[config.mk]
export PLATFORM = sky130hd
export DESIGN_NAME = fifo_reader_flat
export DESIGN_NICKNAME = d
export VERILOG_FILES = /design/src/rtl/fifo_reader_if.sv /design/src/rtl/fifo_reader.sv /design/src/flat_wrapper.sv
export SDC_FILE = /design/constraint.sdc
export NUM_CORES = 1
export LEC_CHECK = 0
export ABC_AREA = 1
export CAP_MARGIN = 20
export CORE_UTILIZATION = 45
export DETAILED_ROUTE_END_ITERATION = 8
export PLACE_DENSITY = 0.71
export SLEW_MARGIN = 20
export SYNTH_ARGS = -nofsm -noshare
export SYNTH_HDL_FRONTEND = slang
export SYNTH_SLANG_ARGS = --single-unit
[constraint.sdc]
create_clock -name rclk -period 5.2 [get_ports rclk]
set_input_delay 0.78 -clock rclk [delete_from_list [all_inputs] [get_ports rclk]]
set_output_delay 0.78 -clock rclk [all_outputs]
set_load 0.05 [all_outputs]
[src/rtl/fifo_reader_if.sv]
// Bundle of the control, FIFO read-port and downstream handshake signals of fifo_reader.
// The reader itself takes the master view; whoever feeds and consumes it takes the slave view.
interface fifo_reader_if #(
  parameter int DW   = 8,
  parameter int CNTW = 16
);
  logic            enable;
  logic            empty;
  logic [DW-1:0]   rdata;
  logic            renable;
  logic            m_valid;
  logic            m_ready;
  logic [DW-1:0]   m_data;
  logic            busy;
  logic [CNTW-1:0] rd_count;

  modport master (
    input  enable, empty, rdata, m_ready,
    output renable, m_valid, m_data, busy, rd_count
  );

  modport slave (
    output enable, empty, rdata, m_ready,
    input  renable, m_valid, m_data, busy, rd_count
  );
endinterface

[src/rtl/fifo_reader.sv]
// Drains a one-cycle-latency FIFO into a valid/ready stream through a 2-entry skid buffer,
// issuing reads only when the buffer is guaranteed to have room for the returning word.
module fifo_reader #(
  parameter int DW   = 8,
  parameter int CNTW = 16
) (
  input logic           rclk,
  input logic           rrst,
  fifo_reader_if.master bus
);

  typedef enum logic [1:0] {
    IDLE  = 2'd0,
    RUN   = 2'd1,
    DRAIN = 2'd2
  } state_t;

  state_t          r_state;
  logic            r_busy;
  logic            r_inflight;
  logic [1:0]      r_occ;
  logic            r_valid;
  logic [DW-1:0]   r_buf0;
  logic [DW-1:0]   r_buf1;
  logic [CNTW-1:0] r_count;

  logic            w_pop;
  logic [2:0]      w_fill;
  logic            w_renable;

  // w_fill is the occupancy after this edge once the in-flight word lands; a new read is
  // only safe when that leaves a free slot for the word it will return next cycle.
  assign w_pop     = r_valid & bus.m_ready;
  assign w_fill    = {1'b0, r_occ} + {2'b00, r_inflight} - {2'b00, w_pop};
  assign w_renable = (r_state == RUN) && !bus.empty && (w_fill < 3'd2);

  assign bus.renable  = w_renable;
  assign bus.m_valid  = r_valid;
  assign bus.m_data   = r_buf0;
  assign bus.busy     = r_busy;
  assign bus.rd_count = r_count;

  always_ff @(posedge rclk or posedge rrst) begin
    if (rrst) begin
      r_state <= IDLE;
      r_busy  <= 1'b0;
    end else begin
      case (r_state)
        IDLE: begin
          if (bus.enable) begin
            r_state <= RUN;
            r_busy  <= 1'b1;
          end
        end
        RUN: begin
          if (!bus.enable) r_state <= DRAIN;
        end
        DRAIN: begin
          if (bus.enable) begin
            r_state <= RUN;
          end else if (!r_inflight && (r_occ == 2'd0)) begin
            r_state <= IDLE;
            r_busy  <= 1'b0;
          end
        end
        default: begin
          r_state <= IDLE;
          r_busy  <= 1'b0;
        end
      endcase
    end
  end

  // Stage boundary: FIFO read port -> output buffer (word returns one edge after renable)
  always_ff @(posedge rclk or posedge rrst) begin
    if (rrst) begin
      r_inflight <= 1'b0;
      r_occ      <= 2'd0;
      r_valid    <= 1'b0;
      r_buf0     <= '0;
      r_buf1     <= '0;
      r_count    <= '0;
    end else begin
      r_inflight <= w_renable;
      r_occ      <= w_fill[1:0];
      r_valid    <= (w_fill != 3'd0);
      if (w_renable) r_count <= r_count + {{(CNTW-1){1'b0}}, 1'b1};
      case ({r_inflight, w_pop})
        2'b10: begin
          if (r_occ == 2'd0) r_buf0 <= bus.rdata;
          else               r_buf1 <= bus.rdata;
        end
        2'b01: begin
          r_buf0 <= r_buf1;
        end
        2'b11: begin
          // Head leaves while a word arrives: shift so order is preserved.
          if (r_occ == 2'd1) begin
            r_buf0 <= bus.rdata;
          end else begin
            r_buf0 <= r_buf1;
            r_buf1 <= bus.rdata;
          end
        end
        default: begin
          r_buf0 <= r_buf0;
        end
      endcase
    end
  end

endmodule

[src/flat_wrapper.sv]
// flat-port wrapper written by rule: the top's interface ports become plain ports
module fifo_reader_flat 
#(
  parameter int DW   = 8,
  parameter int CNTW = 16
)
  (rclk, rrst, bus_enable, bus_empty, bus_rdata, bus_m_ready, bus_renable, bus_m_valid, bus_m_data, bus_busy, bus_rd_count);
  fifo_reader_if #(.DW(DW), .CNTW(CNTW)) bus_i ();
  input logic rclk;
  input logic rrst;
  input wire logic [$bits(bus_i.enable)-1:0] bus_enable;
  input wire logic [$bits(bus_i.empty)-1:0] bus_empty;
  input wire logic [$bits(bus_i.rdata)-1:0] bus_rdata;
  input wire logic [$bits(bus_i.m_ready)-1:0] bus_m_ready;
  output wire logic [$bits(bus_i.renable)-1:0] bus_renable;
  output wire logic [$bits(bus_i.m_valid)-1:0] bus_m_valid;
  output wire logic [$bits(bus_i.m_data)-1:0] bus_m_data;
  output wire logic [$bits(bus_i.busy)-1:0] bus_busy;
  output wire logic [$bits(bus_i.rd_count)-1:0] bus_rd_count;
  assign bus_i.enable = bus_enable;
  assign bus_i.empty = bus_empty;
  assign bus_i.rdata = bus_rdata;
  assign bus_i.m_ready = bus_m_ready;
  assign bus_renable = bus_i.renable;
  assign bus_m_valid = bus_i.m_valid;
  assign bus_m_data = bus_i.m_data;
  assign bus_busy = bus_i.busy;
  assign bus_rd_count = bus_i.rd_count;
  fifo_reader #(.DW(DW), .CNTW(CNTW)) u_core (.rclk(rclk), .rrst(rrst), .bus(bus_i));
endmodule
Word-level counts from Yosys, hierarchy flattened
Cells that the tools add are included.
{"block": "totals", "ff_bits": 39, "latch_bits": 0, "ramBits": 0, "romBits": 0, "input_bits": 13, "out_inout_bits": 27, "elab_cells": 57, "n_memories": 0}
{"block": "op_classes", "add_sub_neg": 3, "n_mul": 0, "div_mod_pow": 0, "magnitude_cmp": 1, "n_eq_ne": 14, "n_shift": 0, "mux": 15, "bitwise_logic": 2, "reduce_logical": 14}
{"op": "8-bit 2-to-1 mux", "count": 4}
{"op": "8-bit one-hot mux with 3 select lines", "count": 1}
{"op": "16-bit by 1-bit adder with 16-bit output (second input constant)", "count": 1}
{"op": "8-bit one-hot mux with 2 select lines", "count": 1}
{"op": "2-bit != test (second input constant)", "count": 5}
{"op": "2-bit 2-to-1 mux", "count": 4}
{"op": "2-bit by 1-bit == test with 1-bit output (second input constant)", "count": 3}
{"op": "2-bit == test (second input constant)", "count": 3}
{"op": "2-bit one-hot mux with 3 select lines", "count": 1}
{"op": "3-bit AND reduction", "count": 2}
{"op": "3-bit nonzero test", "count": 2}
{"op": "2-bit zero test", "count": 2}
{"op": "2-bit by 1-bit != test with 1-bit output (second input constant)", "count": 2}
{"op": "4-bit AND reduction", "count": 1}
{"op": "2-bit by 1-bit adder with 3-bit output", "count": 1}
{"op": "1-bit logical AND", "count": 3}
{"op": "3-bit by 2-bit less-than comparator with 1-bit output (second input constant)", "count": 1}
{"op": "1-bit 2-to-1 mux", "count": 3}
{"op": "3-bit by 2-bit != test with 1-bit output (second input constant)", "count": 1}
{"op": "1-bit one-hot mux with 3 select lines", "count": 1}
{"op": "3-bit by 1-bit subtractor with 3-bit output", "count": 1}
{"op": "1-bit zero test", "count": 2}
{"op": "2-bit AND reduction", "count": 1}
{"op": "2-bit nonzero test", "count": 1}
{"op": "other kinds (2)", "count": 2}

Depth between registers and ports, before layout
{"block": "logic_depth", "word_depth": 5, "mapped_depth": 13, "mapped_depth_nobuf": 13}

Worst setup path before layout
OpenSTA, ideal clock, no wires.
{"block": "synth_timing", "path_type": "input-to-output", "start": "input port bus_m_ready", "end": "output port bus_renable", "arrival_time_ns": 2.456, "slack_ns": 1.964, "stages": 10, "path_buffers": 1, "cell_sequence": "nand2_1 > inv_1 > ha_1 > inv_1 > ha_1 > fa_1 > inv_1 > nand3_2 > nor2_4 > buf_6"}
{"block": "synth_between", "elab_chain_len": 4}
{"element": "start: declaration", "line_no": "flat_wrapper.sv:14", "text": "input wire logic [$bits(bus_i.m_ready)-1:0] bus_m_ready;"}
{"element": "1-bit AND", "line_no": "fifo_reader.sv:33", "text": "assign w_pop = r_valid & bus.m_ready;"}
{"element": "3-bit by 1-bit subtractor with 3-bit output", "line_no": "fifo_reader.sv:34", "text": "assign w_fill = {1'b0, r_occ} + {2'b00, r_inflight} - {2'b00, w_pop};"}
{"element": "via u_core.w_fill[1]", "line_no": "fifo_reader.sv:28", "text": "logic [2:0] w_fill;"}
{"element": "3-bit by 2-bit less-than comparator with 1-bit output", "line_no": "fifo_reader.sv:35", "text": "assign w_renable = (r_state == RUN) && !bus.empty && (w_fill < 3'd2);"}
{"element": "1-bit logical AND", "line_no": "fifo_reader.sv:35"}
{"element": "end: declaration", "line_no": "flat_wrapper.sv:15", "text": "output wire logic [$bits(bus_i.renable)-1:0] bus_renable;"}
The timed path passes the listed nets, and every way through them passes these cells.

Worst setup path in the final report
Same ends and word-level chain as after synthesis.

==> results.json <==
{
  "clkLatencyLatePin_ns": 0.29,
  "whs_path_depth": 2,
  "area_delta_synth_final_pct": 27.2,
  "switching_share": 0.427,
  "htreeDepth": 2,
  "netlist_area_um2": 2060,
  "cts_tree": "built",
  "reg2reg_from": "u_core.bus.m_valid",
  "maxSlewHeadroom": 0.605,
  "end_kind": "output pin",
  "antenna_found_initial": 0,
  "synth_seq_area_share": 0.474,
  "synth-edff-count": 0,
  "cts-root-buf": "clkbuf_8",
  "ff2ff_setup_slack_ns": 2.76,
  "dp_slack_ns": 0.897,
  "io_pins": 40,
  "via_count": 1689,
  "clockPowerShare": 0.202,
  "fin_util": 0.597,
  "die_w_um": 69.6,
  "comb_power_share": 0.450,
  "critPathArrivalTime_ns": 3.50,
  "crit_fanout": 3,
  "worst_slack_ns": 0.922,
  "ys_types": 27,
  "setup_violations": 0,
  "min_to": "u_core.bus.m_data[4]",
  "drive_gt1_frac": 0.0877,
  "place_congestion": 0.775,
  "vdd_drop_max_mv": 0.372,
  "cts-resized-gates": 0,
  "drt_first_iter_violations": 67,
  "final_cell_mix": "nand2_1, clkdlybuf4s50_1, dfrtp_1",
  "cp-start-kind": "input port",
  "hold_buffers": 0,
  "hp-start": "u_core.bus.m_data[4]",
  "n_antenna_cell": 0,
  "clk_pin_slew_ns": 0.08,
  "p_int_mw": 0.721,
  "hp-class": "register to register",
  "rsz0062_at_grt": "no",
  "grt_overflow": 0,
  "rows": 24,
  "clock_skew_ns": 0.00755,
  "ant_nets": 0,
  "synth_area_per_cell_um2": 7.89,
  "criticalPathCategory": "input port to output pin",
  "drcViolationCount": 0,
  "fin_nets": 328,
  "cts_buffer_depth": 2,
  "grt_usage": 0.180,
  "port-buffer-count": 39,
  "power.density_nw_per_um2": 480,
  "dieArea_um2": 4850,
  "worst_pin_slew_ns": 0.591,
  "async_reset_ff_frac": 1.00,
  "clock_sinks": 39,
  "coreArea_um2": 4380,
  "cts_setup_buffers": 0,
  "routedWlPerCell_um": 10.8,
  "synth_cells": 261,
  "seqPwrFrac": 0.347,
  "start_util": 0.469,
  "dpl.hpwl_um": 2790,
  "drv_slew": 0,
  "synth_nets": 282,
  "reg2regPathDepth": 13,
  "finalHoldViolCount": 0,
  "fp.dieH_um": 69.6,
  "grt_pass1_wl_um": 6930,
  "outcome": "completed",
  "maxCapViolCount": 0,
  "fin_setup_tns_ns": 0,
  "drtPass1Iterations": 4,
  "synth_seq_cells": 39,
  "grt_max_degree": 40,
  "cts_inserted_buffers": 5,
  "final_common_cell": "nand2_1",
  "timing.final.crit_period_ns": 4.28,
  "via_per_inst": 4.69,
  "postRouteWirelength_um": 3880,
  "p_leak_nw": 1.28,
  "synth_ff_type": "dfrtp_1",
  "r2r_end": "u_core.bus.rd_count[15]",
  "clock.fmax_mhz": 234,
  "p_sw_mw": 0.536,
  "grt_pass1_vias": 1579,
  "synth_warnings": 0,
  "final.period_utilization": 0.823,
  "crit_required_ns": 4.42
}
## through the flow
step	cell area, um2	hold WS [ns]	std cells	power, mW
after floorplan	2060	0.474	261	0.851
after global placement	2510	0.461	352	1.00
after detailed placement	2510	0.465	352	1.01
after CTS	2620	0.485	360	1.27
after global routing	2620	0.502	360	1.35
final	2620	0.482	360	1.26
## worst max-delay path, stage by stage
cell	delay, ns
clkdlybuf4s50_1	0.41
nand2_1	0.10
inv_1	0.08
ha_1	0.29
inv_1	0.05
ha_1	0.20
fa_1	0.47
inv_1	0.10
nand3_2	0.10
nor2_4	0.11
clkdlybuf4s50_1	0.81
## Yosys cell counts, types with 2 or more instances
cell	count	area, um2
nand2_1	92	345
nand3_1	12	60.1
nor2_4	3	33.8
nand3_2	2	20.0
inv_1	33	124
o21ai_0	11	55.1
nor2_2	2	12.5
nand3b_1	6	45.0
dfrtp_1	39	976
o21ai_1	2	10.0
buf_6	2	22.5
inv_2	3	11.3
nor2_1	24	90.1
nand2_2	3	18.8
a21oi_1	9	45.0
ha_1	7	87.6
## flip-flops by register name (all words and copies together) (netlist names)
signal	cells
u_core.r_occ	2
u_core.bus.m_valid	1
u_core.bus.busy	1
u_core.r_buf1	8
u_core.r_state	2
u_core.bus.m_data	8
u_core.bus.rd_count	16
u_core.r_inflight	1
## worst max path at each step
stage	from	to	slack, ns	cells past startpoint
2_1_floorplan	bus_m_ready	bus_renable	1.96	10
3_3_place_gp	bus_m_ready	bus_renable	0.96	11
3_5_place_dp	bus_m_ready	bus_renable	0.90	11
4_1_cts	bus_m_ready	bus_renable	0.89	11
5_1_grt	bus_m_ready	bus_renable	0.77	11
6_report	bus_m_ready	bus_renable	0.92	11
## routing by layer
| metal | track usage | vias to the layer above | part of all wire |
|---|---|---|---|
| li1 | - | 900 | - |
| met3 | 0.0552 | 2 | 0.056 |
| met2 | 0.292 | 38 | 0.45 |
| met1 | 0.226 | 749 | 0.48 |
| met5 | 0 | - | 0 |
| met4 | 0.0644 | 0 | 0.0062 |
## area by class of cell
class,instances,area [um2]
well taps,52,65.1
fillers,406,1770
repair buffers,41,405
multi-input cells,184,925
flip-flops and latches,39,976
clock buffers,5,68.8
inverters,36,135
clock inverters,3,43.8
## kinds of logic (layout without fill, tap and decap cells)
| logic type | Yosys count | in the layout | share of synthesized area |
|---|---|---|---|
| AO/OA/AOI/OAI | 26 | 26 | 0.0711 |
| XOR/XNOR | 1 | 1 | 0.00426 |
| adder cells (fa/ha/maj) | 8 | 8 | 0.0523 |
| buffers and inverters | 38 | 85 | 0.0766 |
| flip-flops | 39 | 39 | 0.474 |
| AND/OR/NAND/NOR | 149 | 149 | 0.322 |
## power by group through the flow
stage	registers [mW]	clock network, mW	logic [mW]
finish	0.436	0.254	0.566
global route	0.451	0.275	0.621
CTS	0.437	0.262	0.574
detailed placement	0.443	0	0.571
global placement	0.440	0	0.562
floorplan	0.597	0	0.254
No activity file was read; power rests on OpenSTA's default activity.
